`src/rtl/store_pkg.sv`:
```
// Shared definitions for the store-number allocator: number width, in-flight depth, number type.
// DEPTH must not exceed half the number space so age order stays unambiguous.
package store_pkg;
   localparam int NUM_W = 5;
   localparam int DEPTH = 16;
   typedef logic [NUM_W-1:0] store_num_t;
endpackage

```
`src/rtl/store_alloc_ctrl_if.sv`:
```
// Dispatch/retire/flush bundle between the pipeline front end (master) and the allocator (slave).
// Grants and stall are combinational in the request cycle.
interface store_alloc_ctrl_if #(
   parameter int NUM_W = store_pkg::NUM_W
);
   logic             st_1;
   logic             st_2;
   logic             ret_1;
   logic             ret_2;
   logic             flush;
   logic [NUM_W-1:0] flush_num;
   logic [NUM_W-1:0] store_num_1;
   logic [NUM_W-1:0] store_num_2;
   logic             stall;
   logic [NUM_W-1:0] oldest_num;
   logic [NUM_W-1:0] count;
   logic             empty;
   logic             full;
   logic             err;

   modport master (
      output st_1, st_2, ret_1, ret_2, flush, flush_num,
      input  store_num_1, store_num_2, stall, oldest_num, count, empty, full, err
   );

   modport slave (
      input  st_1, st_2, ret_1, ret_2, flush, flush_num,
      output store_num_1, store_num_2, stall, oldest_num, count, empty, full, err
   );
endinterface

```
`src/rtl/store_ptr_inc.sv`:
```
// Modulo pointer advance by 0, 1 or 2; purely combinational, natural wrap at 2^W.
module store_ptr_inc #(
   parameter int W = store_pkg::NUM_W
) (
   input  logic [W-1:0] ptr,
   input  logic [1:0]   inc,
   output logic [W-1:0] ptr_nxt
);
   assign ptr_nxt = ptr + W'(inc);
endmodule

```
`src/rtl/store_alloc_ctrl.sv`:
```
// Store-number allocator: hands out up to two numbers per cycle, retires in order, rewinds on flush.
// Grants/stall are combinational off registered count (no retire forwarding); state updates next edge.
module store_alloc_ctrl #(
   parameter int NUM_W = store_pkg::NUM_W,
   parameter int DEPTH = store_pkg::DEPTH
) (
   input  logic              clk,
   input  logic              reset,
   store_alloc_ctrl_if.slave bus
);
   import store_pkg::*;

   typedef logic [NUM_W-1:0] num_t;

   num_t       head_q, tail_q, count_q;
   logic       err_q;
   num_t       head_adv, tail_adv, fl_dist, live_after;
   num_t       tail_d, count_d;
   logic       err_d;
   logic [1:0] n, r_req, r_eff, alloc;
   logic       over_ret, bad_ret, stall_c, fl_ok;

   assign n = {1'b0, bus.st_1} + {1'b0, bus.st_2};

   // A lone ret_2 still retires one entry; it is flagged below as a protocol error.
   always_comb begin
      r_req = 2'd0;
      if (bus.ret_1 && bus.ret_2)
         r_req = 2'd2;
      else if (bus.ret_1 || bus.ret_2)
         r_req = 2'd1;
   end

   assign over_ret = num_t'(r_req) > count_q;
   assign r_eff    = over_ret ? count_q[1:0] : r_req;
   assign bad_ret  = over_ret || (bus.ret_2 && !bus.ret_1);

   assign stall_c = !bus.flush && (num_t'(n) > (num_t'(DEPTH) - count_q));
   assign alloc   = (bus.flush || stall_c) ? 2'd0 : n;

   store_ptr_inc #(.W(NUM_W)) u_head_inc (.ptr(head_q), .inc(r_eff), .ptr_nxt(head_adv));
   store_ptr_inc #(.W(NUM_W)) u_tail_inc (.ptr(tail_q), .inc(alloc), .ptr_nxt(tail_adv));

   // A legal flush point lies between the post-retire head and tail in modulo order.
   assign live_after = count_q - num_t'(r_eff);
   assign fl_dist    = bus.flush_num - head_adv;
   assign fl_ok      = fl_dist <= live_after;

   always_comb begin
      tail_d  = tail_adv;
      count_d = count_q + num_t'(alloc) - num_t'(r_eff);
      err_d   = err_q || bad_ret;
      if (bus.flush) begin
         if (fl_ok) begin
            tail_d  = bus.flush_num;
            count_d = fl_dist;
         end else begin
            tail_d  = tail_q;
            count_d = live_after;
            err_d   = 1'b1;
         end
      end
   end

   always_ff @(posedge clk) begin
      if (!reset) begin
         head_q  <= '0;
         tail_q  <= '0;
         count_q <= '0;
         err_q   <= 1'b0;
      end else begin
         head_q  <= head_adv;
         tail_q  <= tail_d;
         count_q <= count_d;
         err_q   <= err_d;
      end
   end

   assign bus.store_num_1 = tail_q;
   assign bus.store_num_2 = tail_q + num_t'(bus.st_1);
   assign bus.stall       = stall_c;
   assign bus.oldest_num  = head_q;
   assign bus.count       = count_q;
   assign bus.empty       = count_q == '0;
   assign bus.full        = count_q == num_t'(DEPTH);
   assign bus.err         = err_q;
endmodule

```
`src/flat_wrapper.sv`:
```
// flat-port wrapper written by rule: the top's interface ports become plain ports
module store_alloc_ctrl_flat import store_pkg::*;
#(
   parameter int NUM_W = store_pkg::NUM_W,
   parameter int DEPTH = store_pkg::DEPTH
)
  (clk, reset, bus_st_1, bus_st_2, bus_ret_1, bus_ret_2, bus_flush, bus_flush_num, bus_store_num_1, bus_store_num_2, bus_stall, bus_oldest_num, bus_count, bus_empty, bus_full, bus_err);
  store_alloc_ctrl_if #(.NUM_W(NUM_W)) bus_i ();
  input  logic clk;
  input  logic reset;
  input wire logic [$bits(bus_i.st_1)-1:0] bus_st_1;
  input wire logic [$bits(bus_i.st_2)-1:0] bus_st_2;
  input wire logic [$bits(bus_i.ret_1)-1:0] bus_ret_1;
  input wire logic [$bits(bus_i.ret_2)-1:0] bus_ret_2;
  input wire logic [$bits(bus_i.flush)-1:0] bus_flush;
  input wire logic [$bits(bus_i.flush_num)-1:0] bus_flush_num;
  output wire logic [$bits(bus_i.store_num_1)-1:0] bus_store_num_1;
  output wire logic [$bits(bus_i.store_num_2)-1:0] bus_store_num_2;
  output wire logic [$bits(bus_i.stall)-1:0] bus_stall;
  output wire logic [$bits(bus_i.oldest_num)-1:0] bus_oldest_num;
  output wire logic [$bits(bus_i.count)-1:0] bus_count;
  output wire logic [$bits(bus_i.empty)-1:0] bus_empty;
  output wire logic [$bits(bus_i.full)-1:0] bus_full;
  output wire logic [$bits(bus_i.err)-1:0] bus_err;
  assign bus_i.st_1 = bus_st_1;
  assign bus_i.st_2 = bus_st_2;
  assign bus_i.ret_1 = bus_ret_1;
  assign bus_i.ret_2 = bus_ret_2;
  assign bus_i.flush = bus_flush;
  assign bus_i.flush_num = bus_flush_num;
  assign bus_store_num_1 = bus_i.store_num_1;
  assign bus_store_num_2 = bus_i.store_num_2;
  assign bus_stall = bus_i.stall;
  assign bus_oldest_num = bus_i.oldest_num;
  assign bus_count = bus_i.count;
  assign bus_empty = bus_i.empty;
  assign bus_full = bus_i.full;
  assign bus_err = bus_i.err;
  store_alloc_ctrl #(.NUM_W(NUM_W), .DEPTH(DEPTH)) u_core (.clk(clk), .reset(reset), .bus(bus_i));
endmodule
```
`config.mk`:
```
export PLATFORM = sky130hd
export DESIGN_NAME = store_alloc_ctrl_flat
export DESIGN_NICKNAME = d
export VERILOG_FILES = /design/src/rtl/store_pkg.sv /design/src/rtl/store_alloc_ctrl_if.sv /design/src/rtl/store_ptr_inc.sv /design/src/rtl/store_alloc_ctrl.sv /design/src/flat_wrapper.sv
export SDC_FILE = /design/constraint.sdc
export NUM_CORES = 1
export LEC_CHECK = 0
export ABC_AREA = 1
export CAP_MARGIN = 20
export CORE_AREA = 2 2 78 80
export CTS_CLUSTER_SIZE = 8
export DETAILED_ROUTE_END_ITERATION = 6
export DIE_AREA = 0 0 80 82
export HOLD_SLACK_MARGIN = 0.12
export SYNTH_ARGS = -nofsm -noshare
export SYNTH_HDL_FRONTEND = slang
export SYNTH_HIERARCHICAL = 1
export SYNTH_SLANG_ARGS = --single-unit
export TNS_END_PERCENT = 5
```
`constraint.sdc`:
```
create_clock -name clk -period 4.45 [get_ports clk]
set_input_delay 0.445 -clock clk [delete_from_list [all_inputs] [get_ports clk]]
set_output_delay 0.445 -clock clk [all_outputs]
set_load 0.1 [all_outputs]
```
---- Word-level counts from Yosys, hierarchy flattened ----
Cells that the tools add are included.
operators by class
  divide/modulo/power cells ............... 0
  $add $sub $neg .......................... 9
  magnitude comparators ................... 3
  shift-type cells ........................ 0
  multiply operators ...................... 0
  equality and inequality tests ........... 2
  muxes and demuxes ....................... 10
  bitwise operators ....................... 0
  reductions and logical operators ........ 10
operator list
  cell                                                             count
  5-bit 2-to-1 mux                                                 4
  5-bit by 2-bit adder with 5-bit output                           3
  2-bit by 5-bit greater-than comparator with 1-bit output         2
  5-bit by 2-bit subtractor with 5-bit output                      2
  2-bit 2-to-1 mux                                                 3
  5-bit by 1-bit adder with 5-bit output                           1
  5-bit equality test, second input constant                       1
  5-bit <= comparator                                              1
  5-bit zero test                                                  1
  5-bit subtractor                                                 1
  5-bit subtractor, first input constant                           1
  1-bit logical OR                                                 4
  1-bit logical AND                                                3
  1-bit 2-to-1 mux                                                 3
  1-bit by 1-bit adder with 2-bit output                           1
  1-bit zero test                                                  2
  2-bit by 1-bit != test with 1-bit output, second input constant  1
word-level totals
  bits in read-only memories .............. 0
  input bits .............................. 12
  register bits after elaboration ......... 16
  logic and storage cells ................. 38
  output and inout bits ................... 24
  bits in writable memories ............... 0
  memories ................................ 0
  bits in latches ......................... 0

---- Depth between registers and ports, before layout ----
  depth after elaboration ................. 10
  mapped depth ............................ 29

---- Hierarchy ----
The synthesis kept the hierarchy.
modules (own cells, without submodules)
  module            seq. area each (um2)  times used  cells an instance  area each (um2)
  store_alloc_ctrl  320.3                 1           226                1661.6
  store_ptr_inc     0.0                   2           23                 135.1

---- Worst setup path before layout ----
OpenSTA, ideal clock, no wires.
  path kind ............................... flip-flop to output port
  start ................................... register u_core.count_q[1], in the netlist u_core/bus.count[1]
  end ..................................... output bus_stall
  cell stages (with the launch flop) ...... 9
  arrival time ............................ 4253 ps
  path buffers ............................ 0
  setup slack ............................. -248 ps
  cell sequence ........................... dfxtp_1 > inv_1 > ha_1 > inv_1 > ha_1 > inv_1 > nor2_1 > o2111ai_1 > nor3_1
between the ends
  longest elaborated chain between the ends .. 3
RTL lines
  item                                                      RTL line                source
  from (decl)                                               store_alloc_ctrl.sv:15  num_t head_q, tail_q, count_q;
  from (signal assigned)                                    store_alloc_ctrl.sv:74  count_q <= count_d;
  5-bit subtractor                                          store_alloc_ctrl.sv:38  assign stall_c = !bus.flush && (num_t'(n) > (num_t'(DEPTH) - count_q));
  2-bit by 5-bit greater-than comparator with 1-bit output  store_alloc_ctrl.sv:38
  1-bit logical AND                                         store_alloc_ctrl.sv:38
  to (decl)                                                 flat_wrapper.sv:19      output wire logic [$bits(bus_i.stall)-1:0] bus_stall;
Every way passes these cells.

---- Worst setup path in the final report ----
  start ................................... input bus_ret_2
  end ..................................... register u_core.tail_q[1], in the netlist u_core/bus.store_num_1[1]
between the ends
  longest elaborated chain between the ends .. 9
  elaborated cells between the ends (all ways) .. 11
  those cells by class .................... add/sub (3); order compare (2); eq/ne (1); mux (3); reduce/logical (2)
RTL lines
  item                                                           RTL line                source
  from (decl)                                                    flat_wrapper.sv:14      input wire logic [$bits(bus_i.ret_2)-1:0] bus_ret_2;
  1-bit logical OR                                               store_alloc_ctrl.sv:30  else if (bus.ret_1 || bus.ret_2)
  1-bit 2-to-1 mux                                               store_alloc_ctrl.sv:30
  2-bit 2-to-1 mux (*)                                           store_alloc_ctrl.sv:28  if (bus.ret_1 && bus.ret_2)
  2-bit by 5-bit greater-than comparator with 1-bit output       store_alloc_ctrl.sv:34  assign over_ret = num_t'(r_req) > count_q;
  2-bit 2-to-1 mux (*)                                           store_alloc_ctrl.sv:35  assign r_eff = over_ret ? count_q[1:0] : r_req;
  named net u_core.r_eff[0]                                      store_alloc_ctrl.sv:20  logic [1:0] n, r_req, r_eff, alloc;
  5-bit by 2-bit adder with 5-bit output (*)                     store_ptr_inc.sv:9      assign ptr_nxt = ptr + W'(inc);
  named net u_core.head_adv[1]                                   store_alloc_ctrl.sv:17  num_t head_adv, tail_adv, fl_dist, live_after;
  5-bit subtractor (*)                                           store_alloc_ctrl.sv:46  assign fl_dist = bus.flush_num - head_adv;
  5-bit <= comparator (*)                                        store_alloc_ctrl.sv:47  assign fl_ok = fl_dist <= live_after;
  2-bit by 1-bit != test with 1-bit output (no source line) (*)  n/a
  to (signal assigned)                                           store_alloc_ctrl.sv:73  tail_q <= tail_d;
  to (decl)                                                      store_alloc_ctrl.sv:15
The timed path passes the listed nets; every way through them passes the cells marked *.
A chain may end at the register's enable or synchronous reset.

==> results_dict.tcl <==
set metrics [dict create \
    status "complete, no violations" \
    start_util_pct 33.62 \
    max_stage_delay_ns 0.52 \
    ios 36 \
    cp-end-kind "flip-flop" \
    post-place-ws_ns -0.3654 \
    muxShareOfSynthArea_pct 0 \
    wl_met3_um 176 \
    area_growth_pct 38.54 \
    max_freq_ghz 0.2509 \
    setup_slack_ns 0.4639 \
    top_layer "met4" \
    synth_fa_ha_area_share_pct 27.59 \
    hold_viol 0 \
    ant_nets 0 \
    wl_um 4844 \
    cts_max_level 1 \
    io_buffers 35 \
    arrival_ns 4.14 \
    synth_top_family_by_area "simple AND/OR/NAND/NOR gates" \
    setup_tns_ns 0 \
    numCtsBuffers 3 \
    critPathRequiredTime_ns 4.60 \
    timing.final.crit_period_ns 3.986 \
    critPathKind "input pin to flip-flop" \
    crit_slowest_cell "fa_2" \
    dpl.hpwl_um 3898 \
    drive_above_1_share_pct 19.15 \
    cts_max_path_buffers 2 \
    finalSetupViolCount 0 \
    nets 381 \
    yosysSeqAreaShare_pct 16.58 \
    crit_path_start "bus_ret_2" \
    min-delay-path-class "flip-flop to flip-flop" \
    die_y_um 82 \
    first_pass_iters 4 \
    met2_length_um 2410 \
    maxSlewHeadroom_pct 35.19 \
    die_area_mm2 0.006560 \
    layout_common_cells "inv_1 (59), nand2_1 (48), clkdlybuf4s50_1 (32)" \
    antenna_found_initial 0 \
    r2r-start "u_core/bus.count[3]" \
    dr_total_vias 1818 \
    syn_area_mm2 0.001932 \
    synth_edf_count 0 \
    slew_violations 0 \
    tritoncts "built" \
    ys_types 31 \
    critPathBufInv 7 \
    insertion_delay_ns 0.26 \
    drtIter0Drc 56 \
    rsz0062_at_grt "no" \
    synth_top_area_share_pct 21.37 \
    synth_area_leader_cell "ha_1" \
    routedWlPerCell_um 11.99 \
    synth_flop_cell "dfxtp_1" \
    drv_cap 0 \
    root_buffer "clkbuf_8" \
    syn-num-nets 323 \
    die_w_um 80 \
    ys.warnings.count 6 \
    drc 0 \
    grt_pass1_vias 1807 \
    final_common_cell "inv_1" \
    drt-met1-wl_um 2162 \
    cts_sinks 16 \
    clkTransAtPathRegs_ns 0.07 \
    num_rows 28 \
    timing.critical_path.max_delay_family "adder cells" \
    synth_seq_cells 16 \
    hp-start "u_core/bus.store_num_1[0]" \
    grt_remaining_overflow 0 \
    syn_inst 272 \
    worst-slew-pin-transition_ns 0.9692 \
    core_mm2 0.005746 \
    fin_util_pct 46.58 \
    grtUsageTotal_pct 15.85 \
    grt_max_degree 20 \
    crit_path_max_fanout 8 \
    vias_per_cell 4.500 \
    instances_no_fill 404 \
    synth.area.top_cells "ha_1 (21%), dfxtp_1 (17%), inv_1 (12%)" \
    syn_avg_cell_area_um2 7.102 \
    synth-xor-area-share_pct 7.642 \
    synthSimpleGateAreaFrac_pct 28.50 \
    antennaDiodeCount 0 \
    ys_async_sr_fraction_pct 0 \
    fin_crit_sh_pct 89.58 \
    dp.cells 397 \
    hold_buffers 0 \
    synth_compound_area_share_pct 6.541 \
    fin_skew_ns 0.001077 \
    worstSetupStartpointType "input pin" \
    grt_pass1_wl_um 8155 \
    crit_top_cell "inv_1" \
    gp_congestion 0.8131 \
]
[registers in the layout, summed over array words and instances (netlist names)]
name and cells:
u_core/bus.store_num_1 5, u_core/bus.oldest_num 5, u_core/bus.err 1, u_core/bus.count 5
[metrics by stage]
| step | instance area, µm² | hold WS (ns) |
|---|---|---|
| 6_report | 2676 | 0.5292 |
| 3_3_place_gp | 2500 | 0.5296 |
| 5_1_grt | 2676 | 0.5606 |
| 3_5_place_dp | 2500 | 0.5248 |
| 2_1_floorplan | 1937 | 0.6169 |
| 4_1_cts | 2594 | 0.5357 |
[tightest hold or removal path: stages, from the launching register on]
cell and delay, ns:
dfxtp_1 0.34, nand3_1 0.09, a21oi_1 0.06
[cell usage after synthesis, types with 2 or more instances]
cell type / number
nand3_1: 24
xor2_1: 8
inv_1: 63
fa_1: 6
nand2_2: 4
nor3_2: 3
a31oi_1: 2
nand2_4: 2
o21ai_1: 2
nand2_1: 51
dfxtp_1: 16
nand4_1: 4
a21oi_1: 8
xnor2_1: 7
buf_2: 2
ha_1: 33
nor2_2: 2
nor2_1: 15
o21ai_0: 8
[kinds of logic after synthesis]
family          count (synthesis)
buf+inv                        67
xor+xnor                       16
simple gates                  111
flops                          16
fa+ha+maj                      39
compound gates                 23
[cell type report]
type / count / area (µm²)
multi-input combinational: 189 / 1453
tap: 75 / 93.84
clock buffer: 4 / 55.05
sequential: 16 / 320.3
timing repair buffer: 56 / 514.2
inverter: 64 / 240.2
fill: 590 / 3069
[routing by layer]
metal	track usage (%)	vias to the layer above
li1	-	961
met5	0	-
met3	1.978	7
met2	28.00	30
met1	19.62	820
met4	6.102	0
[what timing repair did]
| item | 4_1_cts | 5_1_grt |
|---|---|---|
| pin swaps | 1 | 9 |
| gates cloned | 0 | 0 |
| setup endpoints to repair | 9 | 10 |
| gates resized for setup | 5 | 17 |
| setup buffers | 1 | 2 |
[worst paths after layout]
kind / end / slack, ns / depth (start not counted)
worst max-delay path: u_core/bus.store_num_1[1] / 0.46 / 27
worst min register to register: u_core/bus.store_num_1[0] / 0.53 / 2
worst max register to register: u_core/bus.store_num_1[1] / 0.57 / 26
worst min-delay path: u_core/bus.store_num_1[0] / 0.53 / 2
Power is not shown: default switching activity piles up to over one toggle a cycle in this logic, so the estimate is an artifact.
